**config.mk**
```make
export PLATFORM = sky130hd
export DESIGN_NAME = uart_rx_deserializer_flat
export DESIGN_NICKNAME = d
export VERILOG_FILES = /design/src/rtl/uart_pkg.sv /design/src/rtl/uart_rx_deserializer_if.sv /design/src/rtl/uart_rx_sampler.sv /design/src/rtl/uart_rx_deserializer.sv /design/src/flat_wrapper.sv
export SDC_FILE = /design/constraint.sdc
export NUM_CORES = 1
export LEC_CHECK = 0
export BUFFER_PORTS_ARGS = -buffer_cell sky130_fd_sc_hd__buf_2
export CAP_MARGIN = 20
export CORE_ASPECT_RATIO = 0.6
export CORE_MARGIN = 2
export CORE_UTILIZATION = 50
export CTS_CLUSTER_SIZE = 8
export DETAILED_ROUTE_END_ITERATION = 8
export PLACE_DENSITY = 0.77
export SLEW_MARGIN = 20
export SYNTH_ARGS = -nofsm -noshare
export SYNTH_HDL_FRONTEND = slang
export SYNTH_HIERARCHICAL = 1
export SYNTH_SLANG_ARGS = --single-unit
```
**constraint.sdc**
```tcl
create_clock -name i_clk -period 4.8 [get_ports i_clk]
set_clock_uncertainty 0.15 [all_clocks]
set_input_delay 0.72 -clock i_clk [delete_from_list [all_inputs] [get_ports i_clk]]
set_output_delay 0.72 -clock i_clk [all_outputs]
set_load 0.03 [all_outputs]
```
**src/rtl/uart_pkg.sv**
```systemverilog
// Shared UART definitions: receive FSM states, parity encodings and the
// 2-of-3 majority helper used by the RX sampler.
package uart_pkg;

    typedef enum logic [2:0] {
        RX_IDLE   = 3'd0,
        RX_START  = 3'd1,
        RX_DATA   = 3'd2,
        RX_PARITY = 3'd3,
        RX_STOP   = 3'd4
    } rx_state_e;

    localparam logic PARITY_EVEN = 1'b0;
    localparam logic PARITY_ODD  = 1'b1;

    function automatic logic majority3(input logic a, input logic b, input logic c);
        return (a & b) | (a & c) | (b & c);
    endfunction

endpackage

```
**src/rtl/uart_rx_deserializer_if.sv**
```systemverilog
// Host-facing signals of the UART receiver; the master side drives the line
// and parity configuration, the slave side (the receiver) returns frame results.
interface uart_rx_deserializer_if #(
    parameter int DATA_WIDTH = 8
);
    logic                  i_rx_in;
    logic                  i_parity_enable;
    logic                  i_parity_type;
    logic [DATA_WIDTH-1:0] o_data;
    logic                  o_data_valid;
    logic                  o_parity_error;
    logic                  o_stop_error;
    logic                  o_busy;

    modport master (
        output i_rx_in,
        output i_parity_enable,
        output i_parity_type,
        input  o_data,
        input  o_data_valid,
        input  o_parity_error,
        input  o_stop_error,
        input  o_busy
    );

    modport slave (
        input  i_rx_in,
        input  i_parity_enable,
        input  i_parity_type,
        output o_data,
        output o_data_valid,
        output o_parity_error,
        output o_stop_error,
        output o_busy
    );
endinterface

```
**src/rtl/uart_rx_sampler.sv**
```systemverilog
// Line synchronizer plus mid-bit 3-sample majority voter; the voted bit is
// latched after the third sample and held until the next bit's vote.
module uart_rx_sampler
    import uart_pkg::*;
#(
    parameter int OVERSAMPLE = 8,
    parameter int EDGE_W     = $clog2(OVERSAMPLE)
) (
    input  logic              i_clk,
    input  logic              i_rst,
    input  logic              i_rx_in,
    input  logic [EDGE_W-1:0] edge_cnt,
    output logic              rx_sync,
    output logic              rx_bit
);

    localparam logic [EDGE_W-1:0] SAMPLE0 = EDGE_W'(OVERSAMPLE / 2 - 1);
    localparam logic [EDGE_W-1:0] SAMPLE1 = EDGE_W'(OVERSAMPLE / 2);
    localparam logic [EDGE_W-1:0] SAMPLE2 = EDGE_W'(OVERSAMPLE / 2 + 1);

    logic sync1_q, sync1_d;
    logic sync2_q, sync2_d;
    logic samp0_q, samp0_d;
    logic samp1_q, samp1_d;
    logic vote_q,  vote_d;

    always_comb begin
        sync1_d = i_rx_in;
        sync2_d = sync1_q;
        samp0_d = samp0_q;
        samp1_d = samp1_q;
        vote_d  = vote_q;
        if (edge_cnt == SAMPLE0) samp0_d = sync2_q;
        if (edge_cnt == SAMPLE1) samp1_d = sync2_q;
        if (edge_cnt == SAMPLE2) vote_d  = majority3(samp0_q, samp1_q, sync2_q);
    end

    // Everything resets to the idle-line level so no false start follows reset.
    always_ff @(posedge i_clk) begin
        if (i_rst) begin
            sync1_q <= 1'b1;
            sync2_q <= 1'b1;
            samp0_q <= 1'b1;
            samp1_q <= 1'b1;
            vote_q  <= 1'b1;
        end else begin
            sync1_q <= sync1_d;
            sync2_q <= sync2_d;
            samp0_q <= samp0_d;
            samp1_q <= samp1_d;
            vote_q  <= vote_d;
        end
    end

    assign rx_sync = sync2_q;
    assign rx_bit  = vote_q;

endmodule

```
**src/rtl/uart_rx_deserializer.sv**
```systemverilog
// UART receive deserializer: frame FSM, bit/edge counters, LSB-first shift
// register, parity and stop checks, registered one-cycle frame-end pulses.
module uart_rx_deserializer
    import uart_pkg::*;
#(
    parameter int DATA_WIDTH = 8,
    parameter int OVERSAMPLE = 8
) (
    input  logic                  i_clk,
    input  logic                  i_rst,
    uart_rx_deserializer_if.slave rx_if
);

    localparam int EDGE_W = $clog2(OVERSAMPLE);
    localparam int BIT_W  = $clog2(DATA_WIDTH);
    localparam logic [EDGE_W-1:0] EDGE_LAST = EDGE_W'(OVERSAMPLE - 1);
    localparam logic [BIT_W-1:0]  BIT_LAST  = BIT_W'(DATA_WIDTH - 1);

    rx_state_e             state_q, state_d;
    logic [EDGE_W-1:0]     edge_cnt_q, edge_cnt_d;
    logic [BIT_W-1:0]      bit_cnt_q, bit_cnt_d;
    logic [DATA_WIDTH-1:0] shift_q, shift_d;
    logic [DATA_WIDTH-1:0] data_q, data_d;
    logic                  par_en_q, par_en_d;
    logic                  par_type_q, par_type_d;
    logic                  par_err_q, par_err_d;
    logic                  data_valid_q, data_valid_d;
    logic                  parity_error_q, parity_error_d;
    logic                  stop_error_q, stop_error_d;

    logic rx_sync;
    logic rx_bit;
    logic decide;

    uart_rx_sampler #(
        .OVERSAMPLE (OVERSAMPLE),
        .EDGE_W     (EDGE_W)
    ) u_sampler (
        .i_clk    (i_clk),
        .i_rst    (i_rst),
        .i_rx_in  (rx_if.i_rx_in),
        .edge_cnt (edge_cnt_q),
        .rx_sync  (rx_sync),
        .rx_bit   (rx_bit)
    );

    assign decide = (edge_cnt_q == EDGE_LAST);

    always_comb begin
        state_d        = state_q;
        edge_cnt_d     = edge_cnt_q;
        bit_cnt_d      = bit_cnt_q;
        shift_d        = shift_q;
        data_d         = data_q;
        par_en_d       = par_en_q;
        par_type_d     = par_type_q;
        par_err_d      = par_err_q;
        data_valid_d   = 1'b0;
        parity_error_d = 1'b0;
        stop_error_d   = 1'b0;

        if (state_q != RX_IDLE) begin
            edge_cnt_d = decide ? '0 : edge_cnt_q + EDGE_W'(1);
        end

        unique case (state_q)
            RX_IDLE: begin
                // The detection cycle is edge 0 of the start bit, so START begins at edge 1.
                edge_cnt_d = '0;
                bit_cnt_d  = '0;
                if (!rx_sync) begin
                    state_d    = RX_START;
                    edge_cnt_d = EDGE_W'(1);
                    par_en_d   = rx_if.i_parity_enable;
                    par_type_d = rx_if.i_parity_type;
                    par_err_d  = 1'b0;
                end
            end
            RX_START: begin
                if (decide) state_d = rx_bit ? RX_IDLE : RX_DATA;
            end
            RX_DATA: begin
                if (decide) begin
                    shift_d = {rx_bit, shift_q[DATA_WIDTH-1:1]};
                    if (bit_cnt_q == BIT_LAST) begin
                        bit_cnt_d = '0;
                        state_d   = par_en_q ? RX_PARITY : RX_STOP;
                    end else begin
                        bit_cnt_d = bit_cnt_q + BIT_W'(1);
                    end
                end
            end
            RX_PARITY: begin
                if (decide) begin
                    par_err_d = rx_bit != ((^shift_q) ^ par_type_q);
                    state_d   = RX_STOP;
                end
            end
            RX_STOP: begin
                if (decide) begin
                    state_d        = RX_IDLE;
                    stop_error_d   = !rx_bit;
                    parity_error_d = par_err_q;
                    if (rx_bit && !par_err_q) begin
                        data_d       = shift_q;
                        data_valid_d = 1'b1;
                    end
                end
            end
            default: state_d = RX_IDLE;
        endcase
    end

    always_ff @(posedge i_clk) begin
        if (i_rst) begin
            state_q        <= RX_IDLE;
            edge_cnt_q     <= '0;
            bit_cnt_q      <= '0;
            shift_q        <= '0;
            data_q         <= '0;
            par_en_q       <= 1'b0;
            par_type_q     <= PARITY_EVEN;
            par_err_q      <= 1'b0;
            data_valid_q   <= 1'b0;
            parity_error_q <= 1'b0;
            stop_error_q   <= 1'b0;
        end else begin
            state_q        <= state_d;
            edge_cnt_q     <= edge_cnt_d;
            bit_cnt_q      <= bit_cnt_d;
            shift_q        <= shift_d;
            data_q         <= data_d;
            par_en_q       <= par_en_d;
            par_type_q     <= par_type_d;
            par_err_q      <= par_err_d;
            data_valid_q   <= data_valid_d;
            parity_error_q <= parity_error_d;
            stop_error_q   <= stop_error_d;
        end
    end

    // Busy covers the detection cycle itself, before the FSM has left IDLE.
    assign rx_if.o_busy         = (state_q != RX_IDLE) || !rx_sync;
    assign rx_if.o_data         = data_q;
    assign rx_if.o_data_valid   = data_valid_q;
    assign rx_if.o_parity_error = parity_error_q;
    assign rx_if.o_stop_error   = stop_error_q;

endmodule

```
**src/flat_wrapper.sv**
```systemverilog
// flat-port wrapper written by rule: the top's interface ports become plain ports
module uart_rx_deserializer_flat import uart_pkg::*;
#(
    parameter int DATA_WIDTH = 8,
    parameter int OVERSAMPLE = 8
)
  (i_clk, i_rst, rx_if_i_rx_in, rx_if_i_parity_enable, rx_if_i_parity_type, rx_if_o_data, rx_if_o_data_valid, rx_if_o_parity_error, rx_if_o_stop_error, rx_if_o_busy);
  uart_rx_deserializer_if #(.DATA_WIDTH(DATA_WIDTH)) rx_if_i ();
  input  logic i_clk;
  input  logic i_rst;
  input wire logic [$bits(rx_if_i.i_rx_in)-1:0] rx_if_i_rx_in;
  input wire logic [$bits(rx_if_i.i_parity_enable)-1:0] rx_if_i_parity_enable;
  input wire logic [$bits(rx_if_i.i_parity_type)-1:0] rx_if_i_parity_type;
  output wire logic [$bits(rx_if_i.o_data)-1:0] rx_if_o_data;
  output wire logic [$bits(rx_if_i.o_data_valid)-1:0] rx_if_o_data_valid;
  output wire logic [$bits(rx_if_i.o_parity_error)-1:0] rx_if_o_parity_error;
  output wire logic [$bits(rx_if_i.o_stop_error)-1:0] rx_if_o_stop_error;
  output wire logic [$bits(rx_if_i.o_busy)-1:0] rx_if_o_busy;
  assign rx_if_i.i_rx_in = rx_if_i_rx_in;
  assign rx_if_i.i_parity_enable = rx_if_i_parity_enable;
  assign rx_if_i.i_parity_type = rx_if_i_parity_type;
  assign rx_if_o_data = rx_if_i.o_data;
  assign rx_if_o_data_valid = rx_if_i.o_data_valid;
  assign rx_if_o_parity_error = rx_if_i.o_parity_error;
  assign rx_if_o_stop_error = rx_if_i.o_stop_error;
  assign rx_if_o_busy = rx_if_i.o_busy;
  uart_rx_deserializer #(.DATA_WIDTH(DATA_WIDTH), .OVERSAMPLE(OVERSAMPLE)) u_core (.i_clk(i_clk), .i_rst(i_rst), .rx_if(rx_if_i));
endmodule
```
==> metrics.cfg <==
[power_and_ir_drop]
switching_share_pct = 20.7
p_int_uw = 434
pwr-share-clk_pct = 41.6
ir_drop_mv = 0.154
pwr-share-comb_pct = 2.9
switchingPower_uw = 114
total_leakage_power_nw = 0.705
powerDensity_mw_per_mm2 = 320
pwr-share-seq_pct = 55.5

[finish]
drive_above_1_share_pct = 18.1
area_delta_synth_final_pct = 11.8
fin_util_pct = 59.3
final_area_mm2 = 0.00171
antenna_cells = 0
layout.cells.non_filler = 208
nets = 175

[synth]
syn_nets = 160
async_flop_share_pct = 0
synth_top_area_share_pct = 47.0
synth_cell_types = 39
synth-seq-cells = 36
yosysSeqAreaShare_pct = 47.0
synth_top_cell_by_area = dfxtp_1
syn_avg_cell_area_um2 = 10.2
synth_enable_flop_cells = 0
synth.cell_area_mm2 = 0.00153
yosysMostFrequentCell = dfxtp_1
ys.flop_type = dfxtp_1
synth_warnings = 6
yosys-top-cells-area = dfxtp_1, mux2i_1, nor2_1, xnor2_1, ha_1
synth_common_cells = dfxtp_1, nor2_1, mux2i_1
syn_inst = 151

[drt]
firstDrtPassIters = 4
via_per_inst = 5.48
vias = 1140
drt_wl_total_um = 2800
drt-initial-drc-count = 64
postRouteAntennaNets = 0
wl_per_cell_um = 13.5
drc = 0

[global_routing]
grt_max_degree = 36
grt_pass1_wl_um = 4650
track_usage_pct = 18.7
antenna_found_initial = 0
grt_pass1_vias = 1001
grt_overflow = 0

[cts]
clockBufferDepth = 2
clk_pin_slew_ns = 0.07
cts_num_sinks = 36
root_buffer = clkbuf_8
tritoncts = built
hold_buffers = 0
clkLatencyLatePin_ns = 0.29
cts_inserted_buffers = 5
post_cts_resized = 0
htreeDepth = 2
cts_setup_buffers = 0

[sta]
fin_crit_ns = 2.45
fmax_mhz = 407
hold_violations = 0
setup_viol = 0
tightest_slew_ns = 0.913
fin_crit_sh_pct = 51.1
finalSetupTns_ns = 0
slew_headroom_pct = 38.9
rsz0062_at_grt = no
slew_violations = 0
holdWs_ns = 0.274

[placed_design]
dp_hpwl_um = 1880
placed_cells = 201
place_area_mm2 = 0.00162
portBuffers = 16
place.gp.congestion = 0.803

[floorplan]
fp.coreArea_mm2 = 0.00289
start_util_pct = 53.0
pin_count = 17
dieArea_mm2 = 0.00354
fp-row-count = 15
fp.dieH_um = 46.9
die_x_um = 75.5

[critical_path]
critPathCaptureType = register
setup.worst_path.class = register to register
critPathLaunchType = register
required_ns = 4.81
critPathArrivalTime_ns = 2.46
crit_path_max_fanout = 12

[flow_run]
maxCapViolations = 0

[run_status]
outcome = finished, final reports clean

[worst_hold_path]
hold_class = register to register

## worst max-delay path, cell delays in order, from the launching register on
cell and delay [ns]:
dfxtp_1 0.40, ha_1 0.17, ha_1 0.42, nor4b_4 0.83, mux2i_1 0.29, nor2_1 0.05
## flip-flops by register name (all words and copies together), names as in the netlist, 3 cells and up
signal               flops
u_core/shift_q           8
u_core/rx_if.o_data      8
u_core/edge_cnt_q        3
u_core/bit_cnt_q         3
u_core/state_q           3
## worst paths after layout
path / from / to / slack (ns) / cells after the start
max reg2reg: u_core/edge_cnt_q[0] / u_core/shift_q[2] / 2.35 / 5
max: u_core/edge_cnt_q[0] / u_core/shift_q[2] / 2.35 / 5
min reg2reg: u_core/u_sampler/sync1_q / u_core/u_sampler/rx_sync / 0.27 / 1
min: u_core/u_sampler/sync1_q / u_core/u_sampler/rx_sync / 0.27 / 1
## routing by layer
metal	part of all wire, %	up-vias	GRT usage, %	routed length (um)
met5	0	-	0	0
met4	2.4	0	11.6	68
met2	46	21	27.5	1290
met3	4.1	8	6.44	115
met1	48	558	24.1	1330
li1	-	553	-	-
## power by group through the flow
stage                     Sequential (mW)  Combinational, mW  Clock [mW]
final                               0.304             0.0157       0.228
after global routing                0.305             0.0175       0.244
after CTS                           0.304             0.0160       0.235
after detailed placement            0.311             0.0158           0
after global placement              0.311             0.0152           0
after floorplan                     0.309             0.0126           0
## through the flow
stage               power [mW]  setup slack, ns
finish                   0.548             2.35
global route             0.566             2.17
CTS                      0.555             2.34
detailed placement       0.327             2.37
global placement         0.326             2.54
floorplan                0.322             2.98
## placed cells by master (no fill, tap or decap), types with 3 or more instances in the layout
| cell type | netlist | layout |
|---|---|---|
| nand2b_1 | 3 | 3 |
| nor2_1 | 29 | 29 |
| a21oi_1 | 5 | 5 |
| mux2i_1 | 17 | 17 |
| buf_2 | 3 | 16 |
| nand2_1 | 6 | 6 |
| xnor2_1 | 6 | 6 |
| nor2b_1 | 3 | 3 |
| a22oi_1 | 3 | 3 |
| nand4b_1 | 3 | 3 |
| ha_1 | 4 | 4 |
| dfxtp_1 | 36 | 36 |
| clkbuf_8 | 0 | 7 |
## cell type report
type	instances	area, um2
well taps	42	52.6
fillers	267	1180
multi-input cells	105	753
flip-flops and latches	36	721
repair buffers	16	80.1
inverters	2	10.0
clock buffers	7	96.3
## cell families (layout without fill, tap and decap cells)
group / Yosys count / in the layout / synth area share (%)
flip-flops: 36 / 36 / 47.0
adder cells (fa/ha/maj): 4 / 4 / 3.27
multiplexers: 17 / 17 / 11.1
AO/OA/AOI/OAI: 17 / 17 / 7.51
buffers and inverters: 10 / 25 / 3.84
XOR/XNOR: 7 / 7 / 4.90
AND/OR/NAND/NOR: 60 / 60 / 22.4
Note: power is estimated with default switching activity, not from simulation.
